$ cat config.mk
export PLATFORM = sky130hd
export DESIGN_NAME = note_highway
export DESIGN_NICKNAME = d
export VERILOG_FILES = /design/src/rtl/note_highway.sv
export SDC_FILE = /design/constraint.sdc
export NUM_CORES = 2
export LEC_CHECK = 0
export ABC_AREA = 1
export BUFFER_PORTS_ARGS = -buffer_cell sky130_fd_sc_hd__buf_2
export CAP_MARGIN = 20
export CELL_PAD_IN_SITES_DETAIL_PLACEMENT = 1
export CELL_PAD_IN_SITES_GLOBAL_PLACEMENT = 2
export CORE_MARGIN = 2
export CORE_UTILIZATION = 42
export CTS_CLUSTER_SIZE = 24
export DETAILED_ROUTE_END_ITERATION = 7
export PLACE_DENSITY = 0.95
export SLEW_MARGIN = 40
export SYNTH_ARGS = -nofsm -noshare
export SYNTH_HDL_FRONTEND = slang
export SYNTH_SLANG_ARGS = --single-unit
export TNS_END_PERCENT = 50
$ cat constraint.sdc
create_clock -name clk -period 8.47 [get_ports clk]
set_input_delay 2.1175 -clock clk [delete_from_list [all_inputs] [get_ports clk]]
set_output_delay 2.1175 -clock clk [all_outputs]
set_load 0.005 [all_outputs]
$ cat src/rtl/note_highway.sv
// note_highway: per-lane falling-note engine with press scoring and a pixel overlay.
// Latency: colour and hit/miss/overflow pulses are registered, 1 cycle after the inputs.
// Backpressure: none; a spawn into an occupied slot is dropped and flagged on overflow.
module note_highway #(
    parameter int LANES       = 4,
    parameter int SLOTS       = 8,
    parameter int WIDTH       = 640,
    parameter int HEIGHT      = 480,
    parameter int NOTE_W      = 50,
    parameter int NOTE_H      = 20,
    parameter int LANE_X0     = 170,
    parameter int LANE_PITCH  = 80,
    parameter int SPEED       = 2,
    parameter int HIT_Y       = 400,
    parameter int HIT_WIN     = 16,
    parameter logic [12*LANES-1:0] LANE_COLORS = 48'hFF0_00F_0F0_F00
) (
    input  logic             clk,
    input  logic             reset,
    input  logic             frame_tick,
    input  logic             spawn_tick,
    input  logic [LANES-1:0] spawn_mask,
    input  logic [LANES-1:0] key,
    input  logic [9:0]       x,
    input  logic [8:0]       y,
    input  logic             active,
    input  logic [11:0]      bg_color,
    output logic [11:0]      color_out,
    output logic [LANES-1:0] hit,
    output logic [LANES-1:0] miss,
    output logic             overflow,
    output logic [15:0]      hit_count,
    output logic [15:0]      miss_count
);

    localparam int PW = (SLOTS > 1) ? $clog2(SLOTS) : 1;
    localparam logic [PW-1:0]    LAST_SLOT = PW'(SLOTS - 1);
    localparam logic [SLOTS-1:0] ONE_S     = SLOTS'(1);
    localparam logic [10:0]      WIN_LO    = 11'(HIT_Y - HIT_WIN);
    localparam logic [10:0]      WIN_HI    = 11'(HIT_Y + HIT_WIN);

    logic [SLOTS-1:0] valid  [LANES];
    logic [9:0]       pos    [LANES][SLOTS];
    logic [PW-1:0]    wr_ptr [LANES];
    logic [LANES-1:0] key_q;

    logic [LANES-1:0] press, hit_any, miss_any, spawn_ok, spawn_ovf;
    logic [SLOTS-1:0] cand   [LANES];
    logic [SLOTS-1:0] hit_oh [LANES];
    logic [SLOTS-1:0] exits  [LANES];
    logic [10:0]      moved  [LANES][SLOTS];

    logic [LANES-1:0] in_lane, note_px;
    logic [10:0]      xl, yl;
    logic [11:0]      px_nxt;
    logic [16:0]      hit_sum, miss_sum;

    function automatic logic [16:0] popcnt(input logic [LANES-1:0] v);
        popcnt = '0;
        for (int k = 0; k < LANES; k++) popcnt = popcnt + 17'(v[k]);
    endfunction

    assign press = key & ~key_q;
    assign xl    = {1'b0, x};
    assign yl    = {2'b0, y};

    // All decisions use start-of-cycle slot state, so hit, move and spawn can coincide.
    always_comb begin
        for (int i = 0; i < LANES; i++) begin
            for (int s = 0; s < SLOTS; s++) begin
                moved[i][s] = {1'b0, pos[i][s]} + 11'(SPEED);
                cand[i][s]  = valid[i][s] && ({1'b0, pos[i][s]} >= WIN_LO)
                                          && ({1'b0, pos[i][s]} <= WIN_HI);
            end
            // Isolate the lowest-index candidate.
            hit_oh[i] = cand[i] & (~cand[i] + ONE_S) & {SLOTS{press[i]}};
            for (int s = 0; s < SLOTS; s++) begin
                exits[i][s] = frame_tick && valid[i][s] && !hit_oh[i][s]
                              && (moved[i][s] >= 11'(HEIGHT));
            end
            hit_any[i]   = |hit_oh[i];
            miss_any[i]  = |exits[i];
            spawn_ok[i]  = spawn_tick && spawn_mask[i] && !valid[i][wr_ptr[i]];
            spawn_ovf[i] = spawn_tick && spawn_mask[i] &&  valid[i][wr_ptr[i]];
        end
    end

    always_comb begin
        in_lane = '0;
        note_px = '0;
        for (int i = 0; i < LANES; i++) begin
            in_lane[i] = (xl >= 11'(LANE_X0 + i*LANE_PITCH))
                      && (xl <  11'(LANE_X0 + i*LANE_PITCH + NOTE_W))
                      && (xl <  11'(WIDTH));
            for (int s = 0; s < SLOTS; s++) begin
                if (in_lane[i] && valid[i][s] && (yl >= {1'b0, pos[i][s]})
                    && (yl < {1'b0, pos[i][s]} + 11'(NOTE_H)))
                    note_px[i] = 1'b1;
            end
        end
        px_nxt = bg_color;
        if (yl == 11'(HIT_Y) && |in_lane) px_nxt = 12'hFFF;
        for (int i = LANES-1; i >= 0; i--) begin
            if (note_px[i]) px_nxt = LANE_COLORS[12*i +: 12];
        end
        if (!active) px_nxt = 12'h000;
    end

    assign hit_sum  = {1'b0, hit_count}  + popcnt(hit_any);
    assign miss_sum = {1'b0, miss_count} + popcnt(miss_any);

    always_ff @(posedge clk) begin
        if (reset) begin
            for (int i = 0; i < LANES; i++) begin
                valid[i]  <= '0;
                wr_ptr[i] <= '0;
                for (int s = 0; s < SLOTS; s++) pos[i][s] <= '0;
            end
            key_q      <= '0;
            color_out  <= '0;
            hit        <= '0;
            miss       <= '0;
            overflow   <= 1'b0;
            hit_count  <= '0;
            miss_count <= '0;
        end else begin
            key_q <= key;
            for (int i = 0; i < LANES; i++) begin
                for (int s = 0; s < SLOTS; s++) begin
                    if (spawn_ok[i] && (wr_ptr[i] == PW'(s))) begin
                        valid[i][s] <= 1'b1;
                        pos[i][s]   <= '0;
                    end else if (hit_oh[i][s] || exits[i][s]) begin
                        valid[i][s] <= 1'b0;
                    end else if (frame_tick && valid[i][s]) begin
                        pos[i][s] <= moved[i][s][9:0];
                    end
                end
                if (spawn_ok[i])
                    wr_ptr[i] <= (wr_ptr[i] == LAST_SLOT) ? '0 : wr_ptr[i] + PW'(1);
            end
            color_out  <= px_nxt;
            hit        <= hit_any;
            miss       <= miss_any;
            overflow   <= |spawn_ovf;
            hit_count  <= (hit_sum  > 17'hFFFF) ? 16'hFFFF : hit_sum[15:0];
            miss_count <= (miss_sum > 17'hFFFF) ? 16'hFFFF : miss_sum[15:0];
        end
    end

endmodule

==> metrics.md <==
| Metric | Value |
|---|---|
| Mux cell area share after synthesis | `0%` |
| Via density | `roughly 5.3` |
| Reg power frac | `38.4%` |
| Fillcell total | `roughly 12000` |
| Sink Count | `389` |
| Yosys warning total | `0` |
| XOR/XNOR Fraction of Synth Area | `6.16%` |
| Die area | `0.0975 mm2` |
| DRT iter0 DRCs | `1744` |
| Final setup fails | `0` |
| Crit path DAT | `6.99 ns` |
| Die W | `312 um` |
| H-tree Lvls | `2` |
| I/O pin count | `just under 100` |
| Pin count of the biggest net entering global routing | `50` |
| Post-synthesis compound-gate area fraction | `8.85%` |
| Max-slew headroom | `~40%` |
| Drt drc | `0` |
| TritonCTS Buffers | `52` |
| Post-route ant nets | `0` |
| Worst Hold Slack | `0.535 ns` |
| Largest family of logic cells by synthesized area | `simple AND/OR/NAND/NOR gates` |
| Pre-CTS setup slack | `1.29 ns` |
| Outcome | `finished, final reports clean` |
| Synth unique cells | `slightly above 70` |
| Post-synthesis cell area | `0.0399 mm2` |
| Sw Share | `between 30% and 40%` |
| Number of global-route vias before repair | `37600` |
| Inst Count DP | `6725` |
| Worst-path fanout max | `6` |
| Post-synth EDFFs | `323` |
| Row count | `113` |
| CP Capture Type | `flop` |
| Pwr dens | `141 mW/mm2` |
| Clock Latency Late Sink | `0.65 ns` |
| DR WL/cell | `17.8 um` |
| Clock Path Buffers | `3` |
| Area Overhead vs Synth | `9.56%` |
| Fin nets | `6198` |
| Syn avg cell area | `7.44 um2` |
| Leakage power | `just over 20 nW` |
| Routed via count | `36200` |
| Post-synth top flop | `edfxtp_1` |
| Post-CTS setup buffer count | `0` |
| Synth Area in Simple Gates | `29.5%` |
| Initial antenna violation count | `9` |
| Part of the Yosys area used for sequential elements | `27.6%` |
| Gate Count Post-Synth | `5364` |
| Routed wire length | `122000 um` |
| WP data required | `around 9.0 ns` |
| GP Congestion | `0.853` |
| FMAX | `0.154 GHz` |
| Final Util | `46.2%` |
| Startpoint types | `input pin` |
| Worst R2R Setup Slack | `2.96 ns` |
| Hold buffers post-CTS | `0` |
| Total Power | `around 6 mW` |
| Final worst slack | `1.97 ns` |
| Post-Route Skew | `0.0186 ns` |
| Part of the cycle the worst path needs | `76.7%` |
| CTS tree | `yes` |
| Count of input and output buffers | `95` |
| Largest vdd supply drop | `between 0.1 and 0.15 mV` |
| Adder-Cell Fraction of Synth Area | `20.2%` |
| Comb pwr share | `between 20 and 25%` |
| Post-Layout Cell Count | `6823` |
| Critical path class | `in -> reg` |
| Post-route cell area | `between 0.04 and 0.05 mm2` |
| RSZ-0062 raised after global routing | `no` |
| Root Driver | `clkbuf_16` |
| Async set-reset flop share out of synthesis | `0%` |
| Clock transition at path regs | `about 0.060 ns` |
| FF+latch count, synth | `389` |
| Global-route wire length before repair | `slightly below 200000 um` |
| Core area | `0.0946 mm2` |
| Clock share of power | `37.0%` |
| Final min period | `6.50 ns` |
| Hold Path Class | `reg -> reg` |
| Post-route setup TNS | `0 ns` |
| Area post-placement | `approximately 0.042 mm2` |
| Post-DP HPWL | `94500 um` |
| P_int | `4.09 mW` |
| PostCTS Resize Cnt | `0` |
| Final hold violations | `0` |
| Slew Limit Fails | `0` |
| Die height | `roughly 310 um` |
| Switch Pwr | `around 2.1 mW` |
| Starting Density | `between 40% and 50%` |
| Total track usage | `24.6%` |
| Slew @ Worst Pin | `0.896 ns` |
| DRT Pass-1 Iters | `5` |
| Max-cap violation count | `0` |
| Global route total overflow | `0` |
| Share of cells above drive strength 1 | `6.93%` |
-- worst paths after layout --
kind	start	endpoint	cells past startpoint
worst max-delay path	key[2]	miss_count[14]	25
worst min-delay path	pos[0][79]	pos[0][79]	2
worst min register to register	pos[0][79]	pos[0][79]	2
worst max register to register	pos[2][12]	hit_count[14]	20
-- logic make-up (layout without fill, tap and decap cells) --
group / after synthesis / after routing
AO/OA/AOI/OAI: 615 / 615
XOR/XNOR: 280 / 280
adder cells (fa/ha/maj): 640 / 640
buffers and inverters: 802 / 964
flip-flops: 389 / 389
other: 1 / 33
AND/OR/NAND/NOR: 2637 / 2637
-- power by group through the flow --
stage	registers [mW]	logic (mW)	clock network (mW)
after floorplan	2.34	1.08	0
after detailed placement	2.41	1.51	0
after CTS	2.37	1.53	2.34
after global placement	2.40	1.44	0
final	2.37	1.52	2.28
after global routing	2.39	1.75	2.40
-- Yosys cell counts, types with 23 or more instances --
cell type  number  area (um2)
nand4_1       146         913
o21ai_0       124         621
ha_1          634        7930
nand3b_1       33         248
nor2_2         32         200
dfxtp_1        66        1320
inv_2          33         124
nor3_1         97         485
nand3_2        34         340
nand3_1       277        1390
nor4_1         47         294
o21ai_1        27         135
xor2_1        261        2290
edfxtp_1      323        9700
o211ai_1       23         173
inv_1         713        2680
nand2_1      1107        4160
a21oi_1       317        1590
nor2_1        779        2920
-- worst max-delay path, cell delays in order --
cell and delay, ns:
buf_2 0.08, inv_1 0.06, nor2_1 0.42, inv_1 0.20, nor4_1 0.39, a211oi_1 0.15
or2_2 0.31, nor4_1 0.46, fa_1 0.52, fa_1 0.38, inv_1 0.10, fa_1 0.21
nand3_1 0.11, nor3_1 0.27, nand2_1 0.10, nor2_1 0.10, inv_1 0.06, nor2_1 0.13
nand2_1 0.09, nor2_1 0.09, inv_1 0.07, nor2_1 0.21, inv_1 0.10, nor4_1 0.18
nor3_1 0.08
-- metal layers --
metal / track usage (%) / wire length (um) / vias to the layer above
met5: 0 / 34 / -
li1: - / - / 18200
met1: 32.0 / 56800 / 17400
met2: 42.4 / 57200 / 424
met4: 6.62 / 2990 / 6
met3: 3.84 / 4630 / 154
-- sequential cells by signal (all words and copies together) (netlist names) --
register,flops
pos,288
valid,32
hit_count,16
miss_count,16
color_out,12
wr_ptr,12
hit,4
key_q,4
miss,4
overflow,1
-- cell usage in the layout, fill, tap and decap left out, drive strengths merged, types with 7 or more instances in the layout --
cell type / count
ha: 634
o21bai: 15
a21oi: 330
clkinv: 28
nor3: 112
edfxtp: 323
xor2: 262
nand4: 155
o2111ai: 8
o21ai: 161
conb: 31
xnor2: 18
nand3: 313
a21o: 13
nand3b: 33
o21a: 21
buf: 115
a21boi: 10
nor2: 818
dfxtp: 66
nor3b: 13
nor4: 52
or2: 7
nand2: 1121
inv: 746
o211ai: 23
clkbuf: 64
-- cell type report --
type	instances	area, um2	share of cell area, %
Multi-Input combinational cell	4203	25900	59.3
Sequential cell	389	11000	25.2
Inverter	753	2830	6.47
Tap cell	1265	1580	3.62
Clock buffer	64	1400	3.20
Timing Repair Buffer	115	662	1.51
Clock inverter	32	312	0.712
Antenna cell	2	5.00	0.0114
Power figures use the tool's default switching activity.
